File: config.mk
export PLATFORM = sky130hd
export DESIGN_NAME = fifo_rd_streamer
export DESIGN_NICKNAME = d
export VERILOG_FILES = /design/src/rtl/fifo_rd_streamer.sv
export SDC_FILE = /design/constraint.sdc
export NUM_CORES = 1
export LEC_CHECK = 0
export CAP_MARGIN = 20
export CORE_MARGIN = 2
export CORE_UTILIZATION = 50
export DETAILED_ROUTE_END_ITERATION = 10
export DONT_BUFFER_PORTS = 1
export REMOVE_ABC_BUFFERS = 1
export SYNTH_ARGS = -nofsm -noshare
export SYNTH_HDL_FRONTEND = slang
export SYNTH_SLANG_ARGS = --single-unit
File: constraint.sdc
create_clock -name clk -period 2.5 [get_ports clk]
set_input_delay 0.375 -clock clk [delete_from_list [all_inputs] [get_ports clk]]
set_output_delay 0.375 -clock clk [all_outputs]
set_load 0.02 [all_outputs]
File: src/rtl/fifo_rd_streamer.sv
// Read-side streamer for the synchronous FIFO: issues reads, lands data in a
// 2-entry skid buffer one cycle later, and presents it as a valid/ready stream.
module fifo_rd_streamer #(
    parameter int DATA_WIDTH = 16,
    parameter int CNT_WIDTH  = 16
) (
    input  logic                  clk,
    input  logic                  rst,
    input  logic [DATA_WIDTH-1:0] fifo_data_out,
    input  logic                  fifo_empty,
    input  logic                  fifo_underflow,
    output logic                  fifo_rd_en,
    output logic [DATA_WIDTH-1:0] m_data,
    output logic                  m_valid,
    input  logic                  m_ready,
    output logic [CNT_WIDTH-1:0]  word_cnt,
    output logic                  err_underflow,
    input  logic                  err_clr
);

    typedef enum logic [1:0] {
        SKID_EMPTY = 2'd0,
        SKID_ONE   = 2'd1,
        SKID_TWO   = 2'd2
    } skid_state_e;

    skid_state_e           count_q, count_d;
    logic [DATA_WIDTH-1:0] head_q, head_d;
    logic [DATA_WIDTH-1:0] tail_q, tail_d;
    logic                  inflight_q;
    logic [CNT_WIDTH-1:0]  word_cnt_q, word_cnt_d;
    logic                  err_q, err_d;

    logic                  pop;
    logic                  capture;
    logic [1:0]            occupancy;

    assign pop     = (count_q != SKID_EMPTY) && m_ready;
    assign capture = inflight_q && !fifo_underflow;

    // Words held after this edge if nothing new is requested; a read is only
    // issued when its data is guaranteed a free slot on arrival.
    assign occupancy  = count_q + {1'b0, inflight_q} - {1'b0, pop};
    assign fifo_rd_en = !rst && !fifo_empty && (occupancy < 2'd2);

    always_comb begin
        count_d = count_q;
        head_d  = head_q;
        tail_d  = tail_q;
        case ({capture, pop})
            2'b10: begin
                if (count_q == SKID_EMPTY) begin
                    head_d  = fifo_data_out;
                    count_d = SKID_ONE;
                end else begin
                    tail_d  = fifo_data_out;
                    count_d = SKID_TWO;
                end
            end
            2'b01: begin
                head_d  = tail_q;
                count_d = (count_q == SKID_TWO) ? SKID_ONE : SKID_EMPTY;
            end
            2'b11: begin
                if (count_q == SKID_TWO) begin
                    head_d = tail_q;
                    tail_d = fifo_data_out;
                end else begin
                    head_d = fifo_data_out;
                end
            end
            default: begin
            end
        endcase
    end

    always_comb begin
        word_cnt_d = pop ? word_cnt_q + CNT_WIDTH'(1) : word_cnt_q;
        if (inflight_q && fifo_underflow) begin
            err_d = 1'b1;
        end else if (err_clr) begin
            err_d = 1'b0;
        end else begin
            err_d = err_q;
        end
    end

    always_ff @(posedge clk or posedge rst) begin
        if (rst) begin
            count_q    <= SKID_EMPTY;
            head_q     <= '0;
            tail_q     <= '0;
            inflight_q <= 1'b0;
            word_cnt_q <= '0;
            err_q      <= 1'b0;
        end else begin
            count_q    <= count_d;
            head_q     <= head_d;
            tail_q     <= tail_d;
            inflight_q <= fifo_rd_en;
            word_cnt_q <= word_cnt_d;
            err_q      <= err_d;
        end
    end

    assign m_valid       = (count_q != SKID_EMPTY);
    assign m_data        = head_q;
    assign word_cnt      = word_cnt_q;
    assign err_underflow = err_q;

endmodule
== After elaboration in Yosys (flattened, before gate mapping) ==
Index checks and enable logic that the tools add are counted.

* Output and inout port bits: 35
* Flip-flop bits (word level): 52
* Word-level logic and storage cells: 44

* Equal/unequal tests: 7
* Multiplexer cells: 11
* Add/subtract/negate cells: 3
* $lt $le $gt $ge: 1
* Reduce and logical (&&, ||, !) cells: 16

{| class="wikitable"
|+ Operators by type and width
! cell !! number
|-
| 16-bit two-way mux || 4
|-
| 16-bit case mux with 3 select lines || 1
|-
| 16-bit case mux with 2 select lines || 1
|-
| 16-bit by 1-bit adder with 16-bit output, second input constant || 1
|-
| 2-bit nonzero test || 4
|-
| 2-bit == test, second input constant || 3
|-
| 2-bit != test, second input constant || 3
|-
| 1-bit logical AND || 5
|-
| 2-bit case mux with 2 select lines || 1
|-
| 1-bit zero test || 3
|-
| 1-bit two-way mux || 3
|-
| 3-bit AND reduction || 1
|-
| 3-bit nonzero test || 1
|-
| 2-bit by 1-bit adder with 2-bit output || 1
|-
| 2-bit by 1-bit == test with 1-bit output, second input constant || 1
|-
| 2-bit zero test || 1
|-
| 2-bit less-than comparator, second input constant || 1
|-
| 2-bit two-way mux || 1
|-
| 2-bit AND reduction || 1
|-
| 2-bit by 1-bit subtractor with 2-bit output || 1
|}

== Logic depth before layout (Yosys ltp) ==
Gate-level depths: netlist of run 1.

* Depth in word-level cells: 5
* Depth in mapped cells: 8
* Depth with buffers taken out: 7

== Least setup slack after synthesis of run 1 ==
Ideal clock, no wire load.

* Path type: register to output
* Start: register count_q[1]
* End: output port fifo_rd_en
* Setup slack: 406 ps
* Data required time: 2125 ps
* Cell stages (with the launch flop): 7
* Arrival: 1719 ps
* Cells stage by stage: dfrtp_1 -> o21ai_4 -> inv_4 -> ha_1 -> xnor2_1 -> xnor2_1 -> nor3_1

* Word-level cells in the longest chain between the ends: 5
* Elaborated cells between the ends (all ways): 6

{| class="wikitable"
|+ RTL lines
! item !! line !! source
|-
| from (decl) || 27 || <nowiki>skid_state_e count_q, count_d;</nowiki>
|-
| from (signal assigned) || 97 || <nowiki>count_q <= count_d;</nowiki>
|-
| 2-bit nonzero test || 38 || <nowiki>assign pop = (count_q != SKID_EMPTY) && m_ready;</nowiki>
|-
| 1-bit logical AND || 38 ||
|-
| net pop || 34 || <nowiki>logic pop;</nowiki>
|-
| 2-bit by 1-bit subtractor with 2-bit output || 43 || <nowiki>assign occupancy = count_q + {1'b0, inflight_q} - {1'b0, pop};</nowiki>
|-
| 2-bit less-than comparator || 44 || <nowiki>assign fifo_rd_en = !rst && !fifo_empty && (occupancy < 2'd2);</nowiki>
|-
| 1-bit logical AND || 44 ||
|-
| to (decl) || 12 || <nowiki>output logic fifo_rd_en,</nowiki>
|}

The timed path passes the listed nets, and every way through them passes these cells.

== Final worst setup path of run 1 ==
* Start: register count_q[0]
* End: output port fifo_rd_en

The elaborated chain is that of the path after synthesis.

==> metrics.txt, run 1 <==
final critical-path share of the clock period=between 90% and 100%; GP Congestion=0.7484; worst hold margin=0.1283 ns; first-pass GRT wire length=7051 um; # nets final=228; initial core utilization=52.98%; cell area after synthesis=0.002355 mm^2; WS Path Type=reg2out; vias in the first global route=1,515; fmax=between 400 and 500 MHz; routed length on met3=278 um; Die ar.=0.005274 mm^2; post-CTS setup repair buffer count=0; # hold bufs at CTS=0; GRT Total Usage=between 15 and 20%; Die Ht=72.63 um; worst-path maximum fanout=10; Boundary Pins=57; Hold Path Class=in2async; maximum vdd drop=524.5 uV; clock root buffer=clkbuf_8; H-tree levels=2; area grow syn2layout=5.473%; dpl cell area=between 0.002 and 0.0025 mm^2; static leakage=1.116 nW; final instance area=0.002484 mm^2; Diodes inserted=0; Finished Core Util=55.88%; FP Rows=24; final cell count without fillers=roughly 250; Clock transition at path regs=0.09 ns; fill cell count=400; worst-skew pair later-pin latency=around 0.3 ns; Die X=72.63 um; Max clock buf depth=2; Crit. End Element=output pin; RSZ-0062 raised after global routing=false; PostCTS Resize Cnt=0; top layer in use=met4; CTS Buf Count=5; clock power share=16.3%; internal power=1.838 mW; initial antenna violation count=0; Setup TNS Final=0 ns; Yosys warning count=0; GRT overflow=0; largest net degree at the start of global routing=53; Setup violations, final=0; DRC viols=0; Switching Power=1.213 mW; total power=3.051 mW; final hold vios=0; max-cap violations=0; Pwr Density=1229 mW/mm^2; CTS tree=done; combinational power share=between 20% and 30%; #FFs+latches synth=52; Via Count=roughly 1,400; register area share after synthesis=a little under three fifths; routed len/inst=roughly 17 um; required time worst endpoint=between 2 and 2.5 ns; post-layout min period=2.328 ns; layout cell share with drive strength beyond 1=19.31%; Avg Synthesized Cell Area=11.89 um^2; CP arrival=1.95 ns; met2 routed WL=2009 um; Sequential Power Share=a little under three fifths; Iter 0 DRT Violations=80; Worst Clk Skew=0.006952 ns; status=completed; final number of max-transition violations=0; Sink Count=52; Slew headroom=58.01%; Least-Margin Pin Slew=0.6298 ns; ANT nets after route=0; core box area=0.004444 mm^2; Synth cell types=31; post-synthesis cell count=198; vias per cell=5.610; first-pass iteration count of the detailed router=4; dpl hpwl=2876 um; DRT Wirelength=between 4000 and 5000 um; Switching Share=about two fifths; Post-Route M1 WL=1876 um; Final WS setup=0.1722 ns; dpl cells=246; pre-CTS worst setup slack=0.5012 ns; IO buf count=0; crit path launch type=flop
==> sequential cells by signal (all words and copies together) (netlist names) <==
register and count:
m_data 16, tail_q 16, word_cnt 16, count_q 2, err_underflow 1, inflight_q 1
==> power groups by stage <==
stage                     combinational (mW)  sequential (mW)  clock (mW)
after detailed placement               0.884             1.70           0
after floorplan                        0.733             1.62           0
after global routing                   0.992             1.72       0.546
after global placement                 0.848             1.68           0
after CTS                              0.887             1.68       0.521
final                                  0.875             1.68       0.496
==> per-layer routing <==
metal	vias up	track usage, %
met1	678	21.65
met5	-	0
met2	44	28.38
met3	7	5.387
li1	696	-
met4	0	4.321
==> cells in the final DEF (no fill, tap or decap), types with 2 or more instances in the layout <==
cell      instances
inv_1             4
buf_4             4
inv_2             2
a21oi_1          18
mux2_4           10
dfrtp_1          52
nor3_1            2
nand2_1          10
and3_1            3
ha_1              5
xnor2_1          17
a22oi_1          16
nor2b_1           2
nand4_1           3
nor2_1           18
nand3_1           8
mux2_2            6
o21ai_4           2
clkbuf_8          6
o21ai_0           2
==> synth_stat cells <==
cell type / number / area share, %
nand2b_1: 1 / 0.27
nand4_2: 1 / 0.53
o21ai_0: 2 / 0.43
ha_1: 5 / 2.7
xor2_1: 1 / 0.37
buf_2: 2 / 0.43
nand4_1: 3 / 0.80
a21oi_2: 1 / 0.37
nor3_1: 2 / 0.43
mux2_2: 6 / 2.9
buf_6: 2 / 0.96
a22oi_1: 16 / 5.1
o21ai_2: 1 / 0.37
dfrtp_1: 52 / 55
buf_4: 4 / 1.3
nor2_1: 18 / 2.9
nand3_1: 8 / 1.7
mux2_4: 10 / 6.4
o21ai_4: 2 / 1.4
and4_1: 1 / 0.37
inv_1: 5 / 0.80
nand2_1: 10 / 1.6
xnor2_1: 17 / 6.3
o21a_2: 1 / 0.37
inv_2: 1 / 0.16
inv_4: 1 / 0.27
a21oi_1: 18 / 3.8
or2_2: 1 / 0.27
nor2b_1: 2 / 0.53
nand2_2: 1 / 0.27
and3_1: 3 / 0.80
==> worst max-delay path, cell delays in order (launching register included) <==
cell	delay [ns]
dfrtp_1	0.49
o21ai_4	0.26
inv_4	0.10
ha_1	0.29
nor2_1	0.12
xnor2_1	0.08
nor3_1	0.13
buf_4	0.17
==> path summary, 6_finish.rpt <==
path                            start             to  slack [ns]  cells past startpoint
setup / recovery           count_q[0]     fifo_rd_en        0.17                      7
hold / removal                    rst     tail_q[14]        0.13                      2
setup reg to reg           count_q[0]     tail_q[11]        0.51                      7
hold reg to reg            tail_q[11]     tail_q[11]        0.52                      1
max in group asynchronous         rst   word_cnt[15]        1.95                      2
min in group clk              err_clr  err_underflow        0.18                      1
==> cell families (layout without fill, tap and decap cells) <==
logic type               count (synthesis)  count (layout)  synth area share, %
buffers and inverters                   15              19                3.879
multiplexers                            16              16                9.245
XOR/XNOR                                18              18                6.695
AND/OR/NAND/NOR                         51              51                10.42
adder cells (fa/ha/maj)                  5               5                2.657
AO/OA/AOI/OAI                           41              41                11.85
flip-flops                              52              52                55.26
==> cell type report <==
cell class	count	area (um^2)	area share (%)
clock buffer	6	82.58	3.325
inverter	7	28.78	1.159
multi-input combinational	131	962.2	38.74
timing repair buffer	4	30.03	1.209
tap	52	65.06	2.620
clock inverter	2	13.76	0.5542
sequential	52	1301	52.39
(Power assumes the default switching activity.)
==> run 2: changes to the inputs <==
Settings changed: PLACE_DENSITY from default to 0.64.
==> metrics.txt, run 2 (same netlist as run 1, synthesis figures left out) <==
status=completed; most frequent cells in the layout=52 x dfrtp_1, 18 x nor2_1, 18 x a21oi_1; required time worst endpoint=2.12 ns (about the same); GRT Total Usage=17.91% (+0.87 points); final hold vios=0 (unchanged); internal power=1.906 mW (+3.7%); routed len/inst=17.04 um (+2.5%); Diodes inserted=0 (unchanged); Setup TNS Final=0 ns (unchanged); first-pass iteration count of the detailed router=4 (unchanged); GP Congestion=0.7650 (+2.2%); worst-path maximum fanout=10 (unchanged); Setup violations, final=0 (unchanged); FF+latch area=0.001301 mm^2 (unchanged); fmax=432.2 MHz (+0.62%); FP Rows=24 (unchanged); final critical-path share of the clock period=92.54% (-0.57 points); Die Ht=72.63 um (unchanged); Via Count=1,458 (+2.3%); Pwr Density=1243 mW/mm^2 (+1.2%); fill cell count=403 (+0.75%); Switching Power=1.200 mW (-1.1%); core box area=0.004444 mm^2 (unchanged); CTS Buf Count=5 (unchanged); largest net degree at the start of global routing=31 (-42%); static leakage=1.119 nW (+0.32%); H-tree levels=2 (unchanged); WS Path Type=reg2out; layout cell share with drive strength beyond 1=18.32% (-0.99 points); Iter 0 DRT Violations=71 (-11%); CP arrival=1.94 ns (about the same); # nets final=228 (unchanged); DRT Wirelength=4327 um (+2.5%); CTS tree=done; Die ar.=0.005274 mm^2 (unchanged); Crit. End Element=output pin; Switching Share=38.64% (-1.1 points); area grow syn2layout=6.058%; maximum vdd drop=646.7 uV (+23%); IO buf count=0 (unchanged); most common cell after layout, fill and taps aside=dfrtp_1; worst-skew pair later-pin latency=0.30 ns (about the same); dpl hpwl=3100 um (+7.8%); initial antenna violation count=0 (unchanged); Max clock buf depth=2 (unchanged); post-CTS setup repair buffer count=0 (unchanged); Clock transition at path regs=0.09 ns (about the same); post-layout min period=2.314 ns (-0.01426 ns); final number of max-transition violations=0 (unchanged); Slew headroom=55.77% (-2.2 points); RSZ-0062 raised after global routing=false; Least-Margin Pin Slew=0.6609 ns (+0.03111 ns); Multi-input gate area=962.2 um^2 (unchanged); initial core utilization=52.98% (unchanged); vias in the first global route=1,530 (+0.99%); Sequential Power Share=54.1% (-1.0 points); worst hold margin=0.1689 ns (+0.04060 ns); Die X=72.63 um (unchanged); DRC viols=0 (unchanged); crit path launch type=flop; Worst Clk Skew=0.008694 ns (+0.001742 ns); ANT nets after route=0 (unchanged); vias per cell=5.740 (+2.3%); GRT overflow=0 (unchanged); Sink Count=52 (unchanged); Boundary Pins=57 (unchanged); max-cap violations=0 (unchanged); Hold Path Class=in2reg; clock root buffer=clkbuf_8; clock power share=17.8% (+1.5 points); first-pass GRT wire length=7334 um (+4.0%); combinational power share=28.1% (-0.6 points)
[run 2: cell types whose count changed in the layout (fill, tap and decap cells not counted), sizes merged]
cell,previous run,this run
inv,8,7
dlygate4sd3,0,1
bufinv,0,1
buf,4,3
[run 2: critical path, cell delays in order (launching register included)]
cell     delay [ns]
dfrtp_1        0.48
o21ai_4        0.28
inv_4          0.10
ha_1           0.21
xnor2_1        0.13
xnor2_1        0.14
nor3_1         0.13
buf_4          0.17
[run 2: final timing paths]
kind                       slack, ns       start  depth (start not counted)            end
setup / recovery                0.19  count_q[1]                          7     fifo_rd_en
hold / removal                  0.17     err_clr                          1  err_underflow
setup reg to reg                0.37  count_q[1]                          5     tail_q[14]
hold reg to reg                 0.52   tail_q[0]                          1      tail_q[0]
max in group asynchronous       1.20         rst                          3     tail_q[14]
min in group asynchronous       0.56         rst                          2     inflight_q
[run 2: final cells by class]
type,instances,share of cell area [%]
multi-input combinational,131,38.53
tap,52,2.605
sequential,52,52.10
clock buffer,6,2.906
clock inverter,2,1.403
inverter,7,1.152
timing repair buffer,4,1.303
[run 2: what timing repair did]
action	4_1_cts	5_1_grt
hold buffers	1	0
hold endpoints to repair	16	0
resized for setup	0	0
[run 2: power by group through the flow]
stage | clock, mW | combinational, mW | sequential, mW
after floorplan | 0 | 0.733 | 1.62
after global placement | 0 | 0.842 | 1.68
after detailed placement | 0 | 0.876 | 1.70
after CTS | 0.565 | 0.885 | 1.69
after global routing | 0.602 | 0.984 | 1.73
final | 0.553 | 0.871 | 1.68
[run 2: per-stage QoR]
step	total power, mW	instance area, um^2	std cells	setup WS [ns]	util, %
2_1_floorplan	2.353	2292	190	0.4063	-
3_3_place_gp	2.521	2380	245	0.4490	53.55
3_5_place_dp	2.577	2380	245	0.3590	53.55
4_1_cts	3.135	2497	254	0.1662	56.19
5_1_grt	3.318	2497	254	0.001049	56.19
6_report	3.105	2497	254	0.1865	56.19
[run 2: per-layer routing]
layer,routed length (um),track usage [%],up-vias,part of all wire [%]
li1,-,-,687,-
met1,1857,22.66,723,43
met2,2169,29.49,43,50
met3,268,5.663,5,6.2
met4,31,5.556,0,0.72
met5,0,0,-,0
